==> src/rtl/cache_op_done_ctrl_pkg.sv <==
// Shared types and default per-class latencies for the cache op completion controller.
package cache_ctrl_pkg;

  typedef enum logic [1:0] {
    OP_RD_HIT  = 2'd0,
    OP_RD_MISS = 2'd1,
    OP_WR_HIT  = 2'd2,
    OP_WR_MISS = 2'd3
  } op_class_t;

  typedef enum logic [1:0] {
    S_IDLE  = 2'd0,
    S_COUNT = 2'd1,
    S_DONE  = 2'd2
  } done_state_t;

  localparam int DEF_RD_HIT_CYCLES  = 2;
  localparam int DEF_RD_MISS_CYCLES = 3;
  localparam int DEF_WR_HIT_CYCLES  = 2;
  localparam int DEF_WR_MISS_CYCLES = 3;
  localparam int DEF_WB_CYCLES      = 2;

  function automatic int max_of4(input int a, input int b, input int c, input int d);
    int m;
    m = a;
    if (b > m) m = b; else m = m;
    if (c > m) m = c; else m = m;
    if (d > m) m = d; else m = m;
    return m;
  endfunction

endpackage

==> src/rtl/cache_op_done_ctrl_latency_counter.sv <==
// Loadable down-counter with zero/one flags; load wins over decrement, decrement saturates at zero.
module latency_counter #(
  parameter int CNT_W = 2
) (
  input  logic             clk,
  input  logic             rst,
  input  logic             load,
  input  logic             dec,
  input  logic [CNT_W-1:0] load_val,
  output logic             zero,
  output logic             one
);

  logic [CNT_W-1:0] count_r;

  // Count register: load, saturating decrement, or hold.
  always_ff @(posedge clk or negedge rst) begin
    if (!rst) begin
      count_r <= {CNT_W{1'b0}};
    end else if (load) begin
      count_r <= load_val;
    end else if (dec && (count_r != {CNT_W{1'b0}})) begin
      count_r <= count_r - CNT_W'(1'b1);
    end else begin
      count_r <= count_r;
    end
  end

  assign zero = (count_r == {CNT_W{1'b0}});
  assign one  = (count_r == CNT_W'(1'b1));

endmodule

==> src/rtl/cache_op_done_ctrl.sv <==
// Cache op completion controller: classifies an accepted op, times its latency, pulses done.
// Optional dirty-victim write-back latency is enabled by defining CACHE_DIRTY_WB_EN.
module cache_op_done_ctrl
  import cache_ctrl_pkg::*;
#(
  parameter int RD_HIT_CYCLES  = DEF_RD_HIT_CYCLES,
  parameter int RD_MISS_CYCLES = DEF_RD_MISS_CYCLES,
  parameter int WR_HIT_CYCLES  = DEF_WR_HIT_CYCLES,
  parameter int WR_MISS_CYCLES = DEF_WR_MISS_CYCLES,
  parameter int WB_CYCLES      = DEF_WB_CYCLES
) (
  input  logic      clk,
  input  logic      rst,
  input  logic      re,
  input  logic      we,
  input  logic      hit,
`ifdef CACHE_DIRTY_WB_EN
  input  logic      dirty,
`endif
  output logic      accept,
  output logic      busy,
  output logic      done,
  output op_class_t op_class,
  output logic      err
);

  localparam int MAX_LAT = max_of4(RD_HIT_CYCLES, RD_MISS_CYCLES, WR_HIT_CYCLES, WR_MISS_CYCLES)
                           + WB_CYCLES;
  localparam int CNT_W   = $clog2(MAX_LAT + 1);

  if ((RD_HIT_CYCLES < 1) || (RD_MISS_CYCLES < 1) || (WR_HIT_CYCLES < 1) ||
      (WR_MISS_CYCLES < 1) || (WB_CYCLES < 1)) begin : g_bad_cfg
    $error("cache_op_done_ctrl: every *_CYCLES parameter must be >= 1");
  end

  done_state_t      state_r;
  op_class_t        op_class_r;
  logic             busy_r;
  logic             done_r;
  logic             err_r;
  logic             ready_s;
  logic             conflict_s;
  logic             wb_s;
  logic             cnt_zero_s;
  logic             cnt_one_s;
  op_class_t        cls_s;
  logic [CNT_W-1:0] base_m1_s;
  logic [CNT_W-1:0] lat_m1_s;

  assign ready_s    = (state_r == S_IDLE) || (state_r == S_DONE);
  assign accept     = ready_s & (re ^ we);
  assign conflict_s = ready_s & re & we;
  assign cls_s      = op_class_t'({we, ~hit});

`ifdef CACHE_DIRTY_WB_EN
  assign wb_s = ~hit & dirty;
`else
  assign wb_s = 1'b0;
`endif

  // Class latency minus one, i.e. the counter preload value.
  always_comb begin
    base_m1_s = {CNT_W{1'b0}};
    case (cls_s)
      OP_RD_HIT:  base_m1_s = CNT_W'(RD_HIT_CYCLES - 1);
      OP_RD_MISS: base_m1_s = CNT_W'(RD_MISS_CYCLES - 1);
      OP_WR_HIT:  base_m1_s = CNT_W'(WR_HIT_CYCLES - 1);
      OP_WR_MISS: base_m1_s = CNT_W'(WR_MISS_CYCLES - 1);
      default:    base_m1_s = {CNT_W{1'b0}};
    endcase
  end

  assign lat_m1_s = wb_s ? (base_m1_s + CNT_W'(WB_CYCLES)) : base_m1_s;

  latency_counter #(
    .CNT_W(CNT_W)
  ) u_latency_counter (
    .clk      (clk),
    .rst      (rst),
    .load     (accept),
    .dec      ((state_r == S_COUNT) & ~cnt_zero_s),
    .load_val (lat_m1_s),
    .zero     (cnt_zero_s),
    .one      (cnt_one_s)
  );

  // Completion FSM; a ready state with a fresh accept starts the next op without a bubble.
  always_ff @(posedge clk or negedge rst) begin
    if (!rst) begin
      state_r    <= S_IDLE;
      op_class_r <= OP_RD_HIT;
      busy_r     <= 1'b0;
      done_r     <= 1'b0;
      err_r      <= 1'b0;
    end else begin
      err_r <= conflict_s;
      case (state_r)
        S_IDLE, S_DONE: begin
          if (accept) begin
            op_class_r <= cls_s;
            busy_r     <= 1'b1;
            if (lat_m1_s == {CNT_W{1'b0}}) begin
              state_r <= S_DONE;
              done_r  <= 1'b1;
            end else begin
              state_r <= S_COUNT;
              done_r  <= 1'b0;
            end
          end else begin
            state_r <= S_IDLE;
            busy_r  <= 1'b0;
            done_r  <= 1'b0;
          end
        end
        S_COUNT: begin
          busy_r <= 1'b1;
          // A zero count here is unreachable; finishing the op is the safe recovery.
          if (cnt_one_s || cnt_zero_s) begin
            state_r <= S_DONE;
            done_r  <= 1'b1;
          end else begin
            state_r <= S_COUNT;
            done_r  <= 1'b0;
          end
        end
        default: begin
          state_r <= S_IDLE;
          busy_r  <= 1'b0;
          done_r  <= 1'b0;
        end
      endcase
    end
  end

  assign busy     = busy_r;
  assign done     = done_r;
  assign err      = err_r;
  assign op_class = op_class_r;

endmodule

==> config.mk <==
export PLATFORM = sky130hd
export DESIGN_NAME = cache_op_done_ctrl
export DESIGN_NICKNAME = d
export VERILOG_FILES = /design/src/rtl/cache_op_done_ctrl_pkg.sv /design/src/rtl/cache_op_done_ctrl_latency_counter.sv /design/src/rtl/cache_op_done_ctrl.sv
export SDC_FILE = /design/constraint.sdc
export NUM_CORES = 1
export LEC_CHECK = 0
export CAP_MARGIN = 15
export CORE_AREA = 2 2 39 41
export CTS_CLUSTER_SIZE = 20
export DETAILED_ROUTE_END_ITERATION = 12
export DIE_AREA = 0 0 41 43
export GPL_TIMING_DRIVEN = 0
export PLACE_DENSITY = 0.6
export SYNTH_ARGS = -nofsm -noshare
export SYNTH_HDL_FRONTEND = slang
export SYNTH_HIERARCHICAL = 1
export SYNTH_SLANG_ARGS = --single-unit
==> constraint.sdc <==
create_clock -name clk -period 3.6 [get_ports clk]
set_clock_uncertainty 0.1 [all_clocks]
set_input_delay 0.72 -clock clk [delete_from_list [all_inputs] [get_ports clk]]
set_output_delay 0.72 -clock clk [all_outputs]
set_load 0.05 [all_outputs]
Word level (Yosys, flattened, before mapping):

Index checks and enable logic that the tools add are counted.

* register bits after elaboration: 10
* output and inout port bits: 6
* logic and storage cells: 46

* add/sub/neg operators: 1
* equal/unequal tests: 6
* muxes and demuxes: 13
* bitwise logic cells: 7
* reduce and logical (&&, ||, !) cells: 13

Operators with widths (number)
* == test 2 bit, second input constant: 3
* zero test 3 bit: 2
* two-way mux 2 bit: 3
* two-way mux 3 bit: 2
* case mux 3 bit (2 select lines): 1
* OR reduction 2 bit: 3
* bitwise AND 1 bit: 4
* == test 2 x 1 -> 1 bit, second input constant: 2
* zero test 2 bit: 2
* two-way mux 1 bit: 4
* case mux 1 bit (2 select lines): 2
* case mux 2 bit (2 select lines): 1
* == test 3 x 1 -> 1 bit, second input constant: 1
* nonzero test 3 bit: 1
* subtractor 3 x 1 -> 3 bit, second input constant: 1
* logical OR 1 bit: 2
* NOT 1 bit: 2
* AND reduction 2 bit: 1
* nonzero test 2 bit: 1
* logical AND 1 bit: 1
* bitwise XOR 1 bit: 1

Depth between registers and ports, before layout:

* depth in word-level cells: 8
* mapped depth: 8

Modules after synthesis:

Netlist, hierarchy kept.

By module, submodules not included
* cache_op_done_ctrl: times used 1, cells each 26, area each 261.5 um^2, seq. area each 150.1 um^2
* latency_counter: times used 1, cells each 25, area each 225.2 um^2, seq. area each 75.1 um^2

Worst setup path after synthesis:

Ideal clock, no wire load.

* kind: input port to output port
* from: in we
* to: out accept
* arrival time: 1.203 ns
* required time: 2.780 ns
* slack: 1.577 ns
* stages: 2
* path through: xor2_1 > and2b_4

* word-level cells in the longest chain between the ends: 2

RTL lines
* from (decl): RTL line cache_op_done_ctrl.sv:15 `input logic we,`
* bitwise XOR 1 bit: RTL line cache_op_done_ctrl.sv:51 `assign accept = ready_s & (re ^ we);`
* bitwise AND 1 bit: RTL line cache_op_done_ctrl.sv:51
* to (decl): RTL line cache_op_done_ctrl.sv:20 `output logic accept,`

No other way between the ends.

Worst setup path in the final report:

* from: in re
* to: out accept

* word-level cells in the longest chain between the ends: 2

RTL lines
* from (decl): RTL line cache_op_done_ctrl.sv:14 `input logic re,`
* bitwise XOR 1 bit: RTL line cache_op_done_ctrl.sv:51
* bitwise AND 1 bit: RTL line cache_op_done_ctrl.sv:51

No other way between the ends.

==> reports/metrics.yaml <==
yosys:
  yosys_warnings: 6
  ys_ff_latch: 9
  ys_types: 23
  netlist_area_um2: 487
  syn_inst: 51
  syn_avg_cell_area_um2: 9.54
  synth_nets: 59
  seq_area_frac_synth: 0.463
hold_path:
  hold_depth: 1
  hold_path_end: "busy"
  hold_start: "done"
  hold_class: "register to register"
clock_network:
  clk_path_buf_depth: 2
  insertion_delay_ps: 260
  cts_sinks: 9
  cts_resized: 0
  numCtsBuffers: 3
  postCtsHoldBufs: 0
  cts.htree.levels: 1
  cts_tree: "yes"
  clk_pin_slew_ps: 60
  clockRootBuffer: "clkbuf_4"
  cts_setup_buffers: 0
pwr:
  power.ir.vdd_worst_mv: 0.331
  cellLeakagePower_nw: 0.300
  power_mw: 0.580
  power_density_nw_per_um2: 916
layout:
  antenna_cells: 0
  area_delta_synth_final_pct: 30.1
  layout_commonest_cell: "clkdlybuf4s50_1"
  nets: 74
  finish.utilization: 0.458
  drive_gt1_frac: 0.108
  final.fill_count: 141
  multiInputGateArea_um2: 239
  layout_common_cells: "clkdlybuf4s50_1 (10), dfrtp_1 (9), nor2_1 (6), inv_1 (5), nand2_1 (5)"
  regArea_um2: 225
critical_path:
  rr_startpoint: "u_latency_counter/count_r[0]"
  r2r_end: "u_latency_counter/count_r[2]"
  crit_arrival_ps: 2510
  startpoint_type: "input pin"
  cp-end-kind: "primary output"
  cp.required_ps: 2780
  regToRegSetupSlack_ps: 1910
  reg2regPathDepth: 8
  path_class: "input pin to primary output"
  cp_max_fo: 10
sta:
  hold_viol_final: 0
  post-route-min-period_ps: 3330
  maxSlewViolCount: 0
  setup_slack_ps: 273
  tns_ps: 0
  holdWs_ps: 372
  timing.final.crit_share: 0.924
  rsz0062_at_grt: "no"
  fmax_mhz: 301
  finalSetupViolCount: 0
grt:
  met1_usage: 0.162
  antenna_found_initial: 0
  first_global_vias: 341
  grt_usage: 0.132
  grt_first_pass_wirelength_mm: 1.45
  grt.overflow.total: 0
  gr-usage-met2: 0.169
  grt_busiest_layer: "met2"
  grt_max_degree: 11
  use_met3: 0.0942
placed_design:
  pre_cts_slack_ps: 265
  io_buffers: 10
  gp_congestion: 0.675
  dp_hpwl_um: 601
route:
  vias: 366
  drtAntennaViolNets: 0
  drt-initial-drc-count: 1
  drt-pass1-iter-count: 2
  routedWlPerCell_um: 9.77
  drc_errors: 0
  vias_per_cell: 4.52
  finalWirelength_um: 791
outcome:
  status: "complete, no violations"
die:
  core_um2: 1380
  io_pins: 11
  fp-row-count: 14
  die-area_um2: 1760
  start_util: 0.352
  die_h_um: 43
  die_w_um: 41
run:
  drv_cap: 0
==> per-layer routing <==
| layer | vias up | routed length, µm |
|---|---|---|
| met5 | - | 0 |
| met1 | 158 | 364 |
| met4 | 0 | 12 |
| met3 | 2 | 52 |
| met2 | 11 | 362 |
| li1 | 195 | - |
==> critical path, stage by stage <==
cell and delay, ps:
clkdlybuf4s50_1 510, xor2_1 200, and2b_4 250, clkdlybuf4s50_1 820
==> report_power, final <==
group / internal [mW] / leakage, nW / switching [mW]
Sequential: 0.146 / 0.108 / 0.0308
Clock: 0.0427 / 0.0150 / 0.0342
Combinational: 0.135 / 0.177 / 0.192
Total: 0.324 / 0.300 / 0.257
==> how the worst max path moves through the flow <==
stage	depth (start not counted)	startpoint	slack (ps)	end
after CTS	4	re	260	accept
after global placement	4	re	270	accept
final	4	re	270	accept
after floorplan	2	we	1580	accept
after detailed placement	4	re	260	accept
after global routing	4	re	200	accept
==> sequential cells by signal, summed over array words and instances (netlist names) <==
register / cells
busy: 1
done: 1
err: 1
op_class: 2
state_r: 1
u_latency_counter/count_r: 3
==> cell families after synthesis <==
kind of cell	share of synthesized area
AO/OA/AOI/OAI	0.108
XOR/XNOR	0.0180
adder cells (fa/ha/maj)	0.0771
buffers and inverters	0.0463
flip-flops	0.463
multiplexers	0.0308
other	0.00770
AND/OR/NAND/NOR	0.249
==> final cells by class <==
| class | instances | share of cell area |
|---|---|---|
| Sequential cell | 9 | 0.356 |
| Tap cell | 16 | 0.0316 |
| Inverter | 5 | 0.0296 |
| Clock buffer | 4 | 0.0415 |
| Multi-Input combinational cell | 36 | 0.377 |
| Timing Repair Buffer | 10 | 0.158 |
| Buffer | 1 | 0.00593 |
==> through the flow <==
stage	instances	area [µm²]
finish	81	633
CTS	81	633
detailed placement	77	607
global placement	77	607
global route	81	633
floorplan	51	487
==> synth_stat cells <==
library cell  number  area share
nand2b_1           1       0.013
o21ai_0            3       0.031
ha_1               3       0.077
nor3b_1            1       0.015
or2_1              1       0.013
and4bb_1           1       0.026
a211o_1            1       0.018
nand3_1            2       0.021
o21ai_1            1       0.010
mux2_4             1       0.031
and2b_2            1       0.018
a31o_1             1       0.018
dfrtp_1            9        0.46
nor3_1             1       0.010
inv_1              5       0.039
and2b_4            1       0.021
clkbuf_1           1      0.0077
nand2_1            5       0.039
a21oi_1            3       0.031
nor2_1             6       0.046
conb_1             1      0.0077
nand2b_4           1       0.028
xor2_1             1       0.018
Note: power is estimated with default switching activity, not from simulation.
